[config.mk]
export PLATFORM = sky130hd
export DESIGN_NAME = alu_ctrl_pipe
export DESIGN_NICKNAME = d
export VERILOG_FILES = /design/src/rtl/alu_ctrl_pipe.sv
export SDC_FILE = /design/constraint.sdc
export NUM_CORES = 1
export LEC_CHECK = 0
export CORE_MARGIN = 1.5
export CORE_UTILIZATION = 47
export CTS_CLUSTER_DIAMETER = 150
export DETAILED_ROUTE_END_ITERATION = 12
export GPL_TIMING_DRIVEN = 1
export MAX_ROUTING_LAYER = met4
export PLACE_DENSITY = 0.73
export SYNTH_ARGS = -nofsm -noshare
export SYNTH_HDL_FRONTEND = slang
export SYNTH_SLANG_ARGS = --single-unit
export TNS_END_PERCENT = 1
[constraint.sdc]
create_clock -name clk -period 2 [get_ports clk]
set_input_delay 0.4 -clock clk [delete_from_list [all_inputs] [get_ports clk]]
set_output_delay 0.4 -clock clk [all_outputs]
set_load 0.1 [all_outputs]
[src/rtl/alu_ctrl_pipe.sv]
// Registered ALU control unit: decodes ALUOp/Funct3/Funct7 into an operation code behind a
// valid/ready handshake and sequences multi-cycle RV32M MUL (fixed latency) and DIV/REM (done/timeout).
module alu_ctrl_pipe #(
    parameter int OP_W        = 5,
    parameter bit ENABLE_M    = 1'b1,
    parameter int MUL_LAT     = 3,
    parameter int DIV_TIMEOUT = 64
) (
    input  logic            clk,
    input  logic            rst_n,
    input  logic            flush,
    input  logic            in_valid,
    output logic            in_ready,
    input  logic            r_type,
    input  logic [1:0]      alu_op,
    input  logic [6:0]      funct7,
    input  logic [2:0]      funct3,
    output logic            out_valid,
    input  logic            out_ready,
    output logic [OP_W-1:0] operation,
    output logic            is_mdu,
    output logic            illegal,
    output logic            timeout,
    output logic            mdu_start,
    output logic            mdu_abort,
    input  logic            mdu_done
);

    localparam int CNT_MAX = (MUL_LAT > DIV_TIMEOUT) ? MUL_LAT : DIV_TIMEOUT;
    localparam int CNT_W   = (CNT_MAX < 2) ? 1 : $clog2(CNT_MAX);

    localparam logic [4:0] OP_AND  = 5'b00000;
    localparam logic [4:0] OP_XOR  = 5'b00001;
    localparam logic [4:0] OP_SUB  = 5'b00010;
    localparam logic [4:0] OP_OR   = 5'b00011;
    localparam logic [4:0] OP_ADD  = 5'b00100;
    localparam logic [4:0] OP_BGE  = 5'b00101;
    localparam logic [4:0] OP_BNE  = 5'b00110;
    localparam logic [4:0] OP_SRA  = 5'b00111;
    localparam logic [4:0] OP_BEQ  = 5'b01000;
    localparam logic [4:0] OP_SLL  = 5'b01001;
    localparam logic [4:0] OP_LUI  = 5'b01010;
    localparam logic [4:0] OP_BLTU = 5'b01011;
    localparam logic [4:0] OP_SRL  = 5'b01100;
    localparam logic [4:0] OP_BLT  = 5'b01101;
    localparam logic [4:0] OP_SLT  = 5'b01110;
    localparam logic [4:0] OP_SLTU = 5'b01111;
    localparam logic [4:0] OP_BGEU = 5'b11001;

    localparam logic [6:0] F7_BASE = 7'b0000000;
    localparam logic [6:0] F7_ALT  = 7'b0100000;
    localparam logic [6:0] F7_MUL  = 7'b0000001;

    typedef enum logic [1:0] {IDLE, MUL_WAIT, DIV_WAIT, HOLD} state_t;

    typedef struct packed {
        logic [4:0] code;
        logic       mdu;
        logic       ill;
    } dec_t;

    function automatic dec_t decode(input logic       is_r,
                                    input logic [1:0] op,
                                    input logic [6:0] f7,
                                    input logic [2:0] f3);
        dec_t d;
        d.code = OP_ADD;
        d.mdu  = 1'b0;
        d.ill  = 1'b0;
        case (op)
            2'b00: d.code = OP_ADD;
            2'b11: d.code = OP_LUI;
            2'b01: begin
                case (f3)
                    3'b000:  d.code = OP_BEQ;
                    3'b001:  d.code = OP_BNE;
                    3'b100:  d.code = OP_BLT;
                    3'b101:  d.code = OP_BGE;
                    3'b110:  d.code = OP_BLTU;
                    3'b111:  d.code = OP_BGEU;
                    default: d.ill  = 1'b1;
                endcase
            end
            default: begin
                if (is_r && f7 == F7_MUL) begin
                    if (ENABLE_M) begin
                        d.code = {2'b10, f3};
                        d.mdu  = 1'b1;
                    end else begin
                        d.ill = 1'b1;
                    end
                end else if (is_r && f7 != F7_BASE && f7 != F7_ALT) begin
                    d.ill = 1'b1;
                end else begin
                    // I-type shifts carry their funct7 in imm[11:5], so shift checks ignore is_r
                    case (f3)
                        3'b000: d.code = (is_r && f7 == F7_ALT) ? OP_SUB : OP_ADD;
                        3'b001: begin
                            if (f7 == F7_BASE) d.code = OP_SLL;
                            else               d.ill  = 1'b1;
                        end
                        3'b010: d.code = OP_SLT;
                        3'b011: d.code = OP_SLTU;
                        3'b100: d.code = OP_XOR;
                        3'b101: begin
                            if (f7 == F7_BASE)     d.code = OP_SRL;
                            else if (f7 == F7_ALT) d.code = OP_SRA;
                            else                   d.ill  = 1'b1;
                        end
                        3'b110:  d.code = OP_OR;
                        default: d.code = OP_AND;
                    endcase
                end
            end
        endcase
        if (d.ill) begin
            d.code = OP_ADD;
            d.mdu  = 1'b0;
        end
        return d;
    endfunction

    state_t            state_q, state_d;
    logic [CNT_W-1:0]  cnt_q, cnt_d;
    logic              out_valid_q, out_valid_d;
    logic [OP_W-1:0]   operation_q, operation_d;
    logic              is_mdu_q, is_mdu_d;
    logic              illegal_q, illegal_d;
    logic              timeout_q, timeout_d;
    logic              mdu_start_q, mdu_start_d;
    logic              mdu_abort_q, mdu_abort_d;
    dec_t              dec;
    logic              accept;

    assign in_ready = rst_n & (state_q == IDLE) & (~out_valid_q | out_ready);
    assign accept   = in_valid & in_ready;

    always_comb begin
        state_d     = state_q;
        cnt_d       = cnt_q;
        out_valid_d = out_valid_q;
        operation_d = operation_q;
        is_mdu_d    = is_mdu_q;
        illegal_d   = illegal_q;
        timeout_d   = timeout_q;
        mdu_start_d = 1'b0;
        mdu_abort_d = 1'b0;
        dec         = decode(r_type, alu_op, funct7, funct3);

        if (flush) begin
            state_d     = IDLE;
            cnt_d       = '0;
            out_valid_d = 1'b0;
            operation_d = '0;
            is_mdu_d    = 1'b0;
            illegal_d   = 1'b0;
            timeout_d   = 1'b0;
            mdu_abort_d = (state_q == DIV_WAIT);
        end else begin
            case (state_q)
                IDLE: begin
                    if (out_valid_q) begin
                        if (out_ready) out_valid_d = 1'b0;
                        else           state_d     = HOLD;
                    end
                    if (accept) begin
                        operation_d = OP_W'(dec.code);
                        is_mdu_d    = dec.mdu;
                        illegal_d   = dec.ill;
                        timeout_d   = 1'b0;
                        cnt_d       = '0;
                        if (dec.mdu && funct3[2]) begin
                            state_d     = DIV_WAIT;
                            mdu_start_d = 1'b1;
                            out_valid_d = 1'b0;
                        end else if (dec.mdu && MUL_LAT > 1) begin
                            state_d     = MUL_WAIT;
                            cnt_d       = CNT_W'(MUL_LAT - 1);
                            out_valid_d = 1'b0;
                        end else begin
                            out_valid_d = 1'b1;
                        end
                    end
                end
                MUL_WAIT: begin
                    if (cnt_q == '0) begin
                        out_valid_d = 1'b1;
                        state_d     = IDLE;
                    end else begin
                        cnt_d = cnt_q - CNT_W'(1);
                    end
                end
                DIV_WAIT: begin
                    // a done arriving on the timeout cycle still counts as a completion
                    if (mdu_done) begin
                        out_valid_d = 1'b1;
                        state_d     = IDLE;
                        cnt_d       = '0;
                    end else if (DIV_TIMEOUT != 0 && cnt_q == CNT_W'(DIV_TIMEOUT - 1)) begin
                        out_valid_d = 1'b1;
                        timeout_d   = 1'b1;
                        mdu_abort_d = 1'b1;
                        state_d     = IDLE;
                        cnt_d       = '0;
                    end else if (DIV_TIMEOUT != 0) begin
                        cnt_d = cnt_q + CNT_W'(1);
                    end
                end
                HOLD: begin
                    if (out_ready) begin
                        out_valid_d = 1'b0;
                        state_d     = IDLE;
                    end
                end
                default: state_d = IDLE;
            endcase
        end
    end

    always_ff @(posedge clk or negedge rst_n) begin
        if (!rst_n) begin
            state_q     <= IDLE;
            cnt_q       <= '0;
            out_valid_q <= 1'b0;
            operation_q <= '0;
            is_mdu_q    <= 1'b0;
            illegal_q   <= 1'b0;
            timeout_q   <= 1'b0;
            mdu_start_q <= 1'b0;
            mdu_abort_q <= 1'b0;
        end else begin
            state_q     <= state_d;
            cnt_q       <= cnt_d;
            out_valid_q <= out_valid_d;
            operation_q <= operation_d;
            is_mdu_q    <= is_mdu_d;
            illegal_q   <= illegal_d;
            timeout_q   <= timeout_d;
            mdu_start_q <= mdu_start_d;
            mdu_abort_q <= mdu_abort_d;
        end
    end

    assign out_valid = out_valid_q;
    assign operation = operation_q;
    assign is_mdu    = is_mdu_q;
    assign illegal   = illegal_q;
    assign timeout   = timeout_q;
    assign mdu_start = mdu_start_q;
    assign mdu_abort = mdu_abort_q;

endmodule
==> results.sh <==
export IMPL_hold_viol_final=0
export IMPL_design_area_sq_um=2330
export IMPL_critPathKind="reg -> out"
export IMPL_intPower_w=0.000757
export IMPL_peakVddDrop_mv=0.601
export IMPL_core_sq_um=3390
export IMPL_synth_edf_count=0
export IMPL_r2r_slack_ns=0.13
export IMPL_rr_worst_depth=6
export IMPL_clkLatencyLatePin_ns=0.31
export IMPL_clk_path_buf_depth=2
export IMPL_status="complete, no violations"
export IMPL_clock_sinks=19
export IMPL_drive_gt1_share_pct=27.0
export IMPL_avgViaCountPerCell=5.81
export IMPL_die_x_microns=62.7
export IMPL_vias=1899
export IMPL_dp_slack_ns=-0.208
export IMPL_antenna_found_initial=0
export IMPL_rsz0062_at_grt="false"
export IMPL_synth_top_flop_cell="dfrtp_1"
export IMPL_syn_cell_area_sq_um=1680
export IMPL_cp_required_ns=1.60
export IMPL_nNetsFinal=309
export IMPL_yosysSeqAreaShare_pct=28.4
export IMPL_finalMaxSlewViolations=0
export IMPL_wl_per_cell_microns=14.8
export IMPL_ioPinCount=31
export IMPL_fin_skew_ns=0.00746
export IMPL_max_freq_mhz=517
export IMPL_leakagePower_nw=1.04
export IMPL_p_switching_w=0.000579
export IMPL_drt_total_wl_mm=4.86
export IMPL_grt_overflow=0
export IMPL_drtIter0Drc=122
export IMPL_drcViolationCount=0
export IMPL_layoutNonFillerInstCount=327
export IMPL_syn_to_final_growth_pct=39.3
export IMPL_cts_root_buf="clkbuf_4"
export IMPL_cts_inserted_buffers=3
export IMPL_netlist_area_leader_share_pct=28.4
export IMPL_grt_usage_pct=27.7
export IMPL_ant_nets=0
export IMPL_synth_net_count=243
export IMPL_clkTransAtPathRegs_ns=0.12
export IMPL_ys_warn_count=0
export IMPL_gp_congestion=0.951
export IMPL_dpl_cell_count=322
export IMPL_yosys_top_cells_area="dfrtp_1 (28%), ha_1 (6.0%), nand2_1 (4.9%)"
export IMPL_die_y_microns=62.7
export IMPL_port_buffers=30
export IMPL_grt_pass1_wl_mm=8.60
export IMPL_utilization_pct=68.8
export IMPL_start_util_pct=49.4
export IMPL_grt_max_degree=16
export IMPL_grt_pass1_vias=1861
export IMPL_cp_start_kind="register"
export IMPL_r2r_start="cnt_q[0]"
export IMPL_fin_crit_ns=1.94
export IMPL_cts_tree="yes"
export IMPL_period_share_pct=96.8
export IMPL_hp_class="in -> async"
export IMPL_layout_common_cells="buf_4 (56), nand2_1 (22), clkdlybuf4s50_1 (17)"
export IMPL_hold_slack_ns=0.112
export IMPL_r2r_end="state_q[0]"
export IMPL_critical_path_arrival_ns=1.54
export IMPL_synth_seq_cells=19
export IMPL_rows=21
export IMPL_relSlewSlack_pct=73.7
export IMPL_pwr_share_comb_pct=51.5
export IMPL_worst_slack_ns=0.0646
export IMPL_seq_power_share_pct=32.7
export IMPL_yosysTopAreaCell="dfrtp_1"
export IMPL_die_area_sq_um=3930
export IMPL_tightest_slew_ns=0.385
export IMPL_power_density_nw_per_um2=573
export IMPL_firstDrtPassIters=4
export IMPL_diodes=0
export IMPL_cap_viol_max_count=0
export IMPL_pwr_share_clk_pct=15.7
export IMPL_final_common_cell="buf_4"
export IMPL_worstPathMaxFanout=6
export IMPL_end_kind="primary output"
export IMPL_placed_area_sq_um=2280
export IMPL_cts_htree_levels=1
export IMPL_async_flop_share_pct=100
export IMPL_synth_cell_types=52
export IMPL_setup_viol=0
export IMPL_post_dp_hpwl_mm=3.86
export IMPL_syn_area_per_cell_sq_um=7.76
export IMPL_p_sw_share_pct=43.4
export IMPL_synth_cells=216
power by group through the flow:
stage	logic (W)	registers, W	clock network, W
finish	0.000689	0.000438	0.000210
global route	0.000746	0.000441	0.000228
CTS	0.000678	0.000436	0.000210
detailed placement	0.000674	0.000443	0
global placement	0.000668	0.000442	0
floorplan	0.000300	0.000560	0
cell type report:
type / count / area [sq um]
clock buffers: 3 / 22.5
multi-input cells: 171 / 1100
repair buffers: 75 / 623
fillers: 290 / 1060
clock inverters: 1 / 5.00
inverters: 12 / 47.5
flip-flops and latches: 19 / 479
well taps: 46 / 57.6
sequential cells by signal (all words and copies together), names as in the netlist:
| register | cells |
|---|---|
| illegal | 1 |
| state_q | 2 |
| out_valid | 1 |
| operation | 5 |
| mdu_start | 1 |
| cnt_q | 6 |
| is_mdu | 1 |
| mdu_abort | 1 |
| timeout | 1 |
cell usage after synthesis, types with 4 or more instances:
library cell,number
clkbuf_1,6
nor2_1,16
nand2_1,22
dfrtp_1,19
nand3_1,12
o22ai_1,4
nor2b_1,6
nor3_1,7
ha_1,8
a31oi_1,7
inv_1,12
a21oi_1,9
nand2b_1,5
o31ai_1,5
buf_2,6
and3_1,7
or3_1,4
o21ai_0,13
layer usage:
| metal | up-vias | GRT usage [%] | routed length [microns] |
|---|---|---|---|
| met2 | 70 | 43.0 | 2190 |
| met3 | 7 | 4.68 | 319 |
| li1 | 929 | - | - |
| met1 | 893 | 37.9 | 2300 |
| met5 | - | - | 0 |
| met4 | 0 | 6.94 | 45 |
cells by family after synthesis:
kind of cell | after synthesis | synth area share, %
xor gates and xnor gates | 1 | 0.523
AOI/OAI and AO/OA | 66 | 27.1
muxes | 2 | 1.27
adders and majority gates | 8 | 5.97
DFF | 19 | 28.4
and+or+nand+nor | 94 | 30.0
buffers and inverters | 26 | 6.72
worst max-delay path by stage:
stage,depth (start not counted),end,start,slack [ns]
after floorplan,6,state_q[0],cnt_q[1],0.12
after global placement,6,state_q[0],funct7[1],-0.15
after detailed placement,6,operation[3],funct7[1],-0.21
after CTS,5,in_ready,state_q[1],0.02
after global routing,6,state_q[0],cnt_q[0],0.01
final,5,in_ready,state_q[0],0.06
timing repair:
| item | 4_1_cts | 5_1_grt |
|---|---|---|
| setup buffers | 0 | 1 |
| setup endpoints to repair | 1 | 5 |
| hold buffers | 0 | 0 |
| endpoints found under the hold margin | 0 | 0 |
| resized for setup | 1 | 8 |
worst max-delay path, cell delays in order (launching register included):
cell and delay [ns]:
dfrtp_2 0.46, inv_4 0.08, ha_2 0.17, buf_4 0.13, and3_2 0.20, buf_12 0.17
stage by stage:
stage / power (W) / TNS (ns)
floorplan: 0.000860 / 0
global placement: 0.00111 / -0.869
CTS: 0.00132 / 0
finish: 0.00134 / 0
global route: 0.00141 / 0
detailed placement: 0.00112 / -1.09
Note: power is estimated with default switching activity, not from simulation.
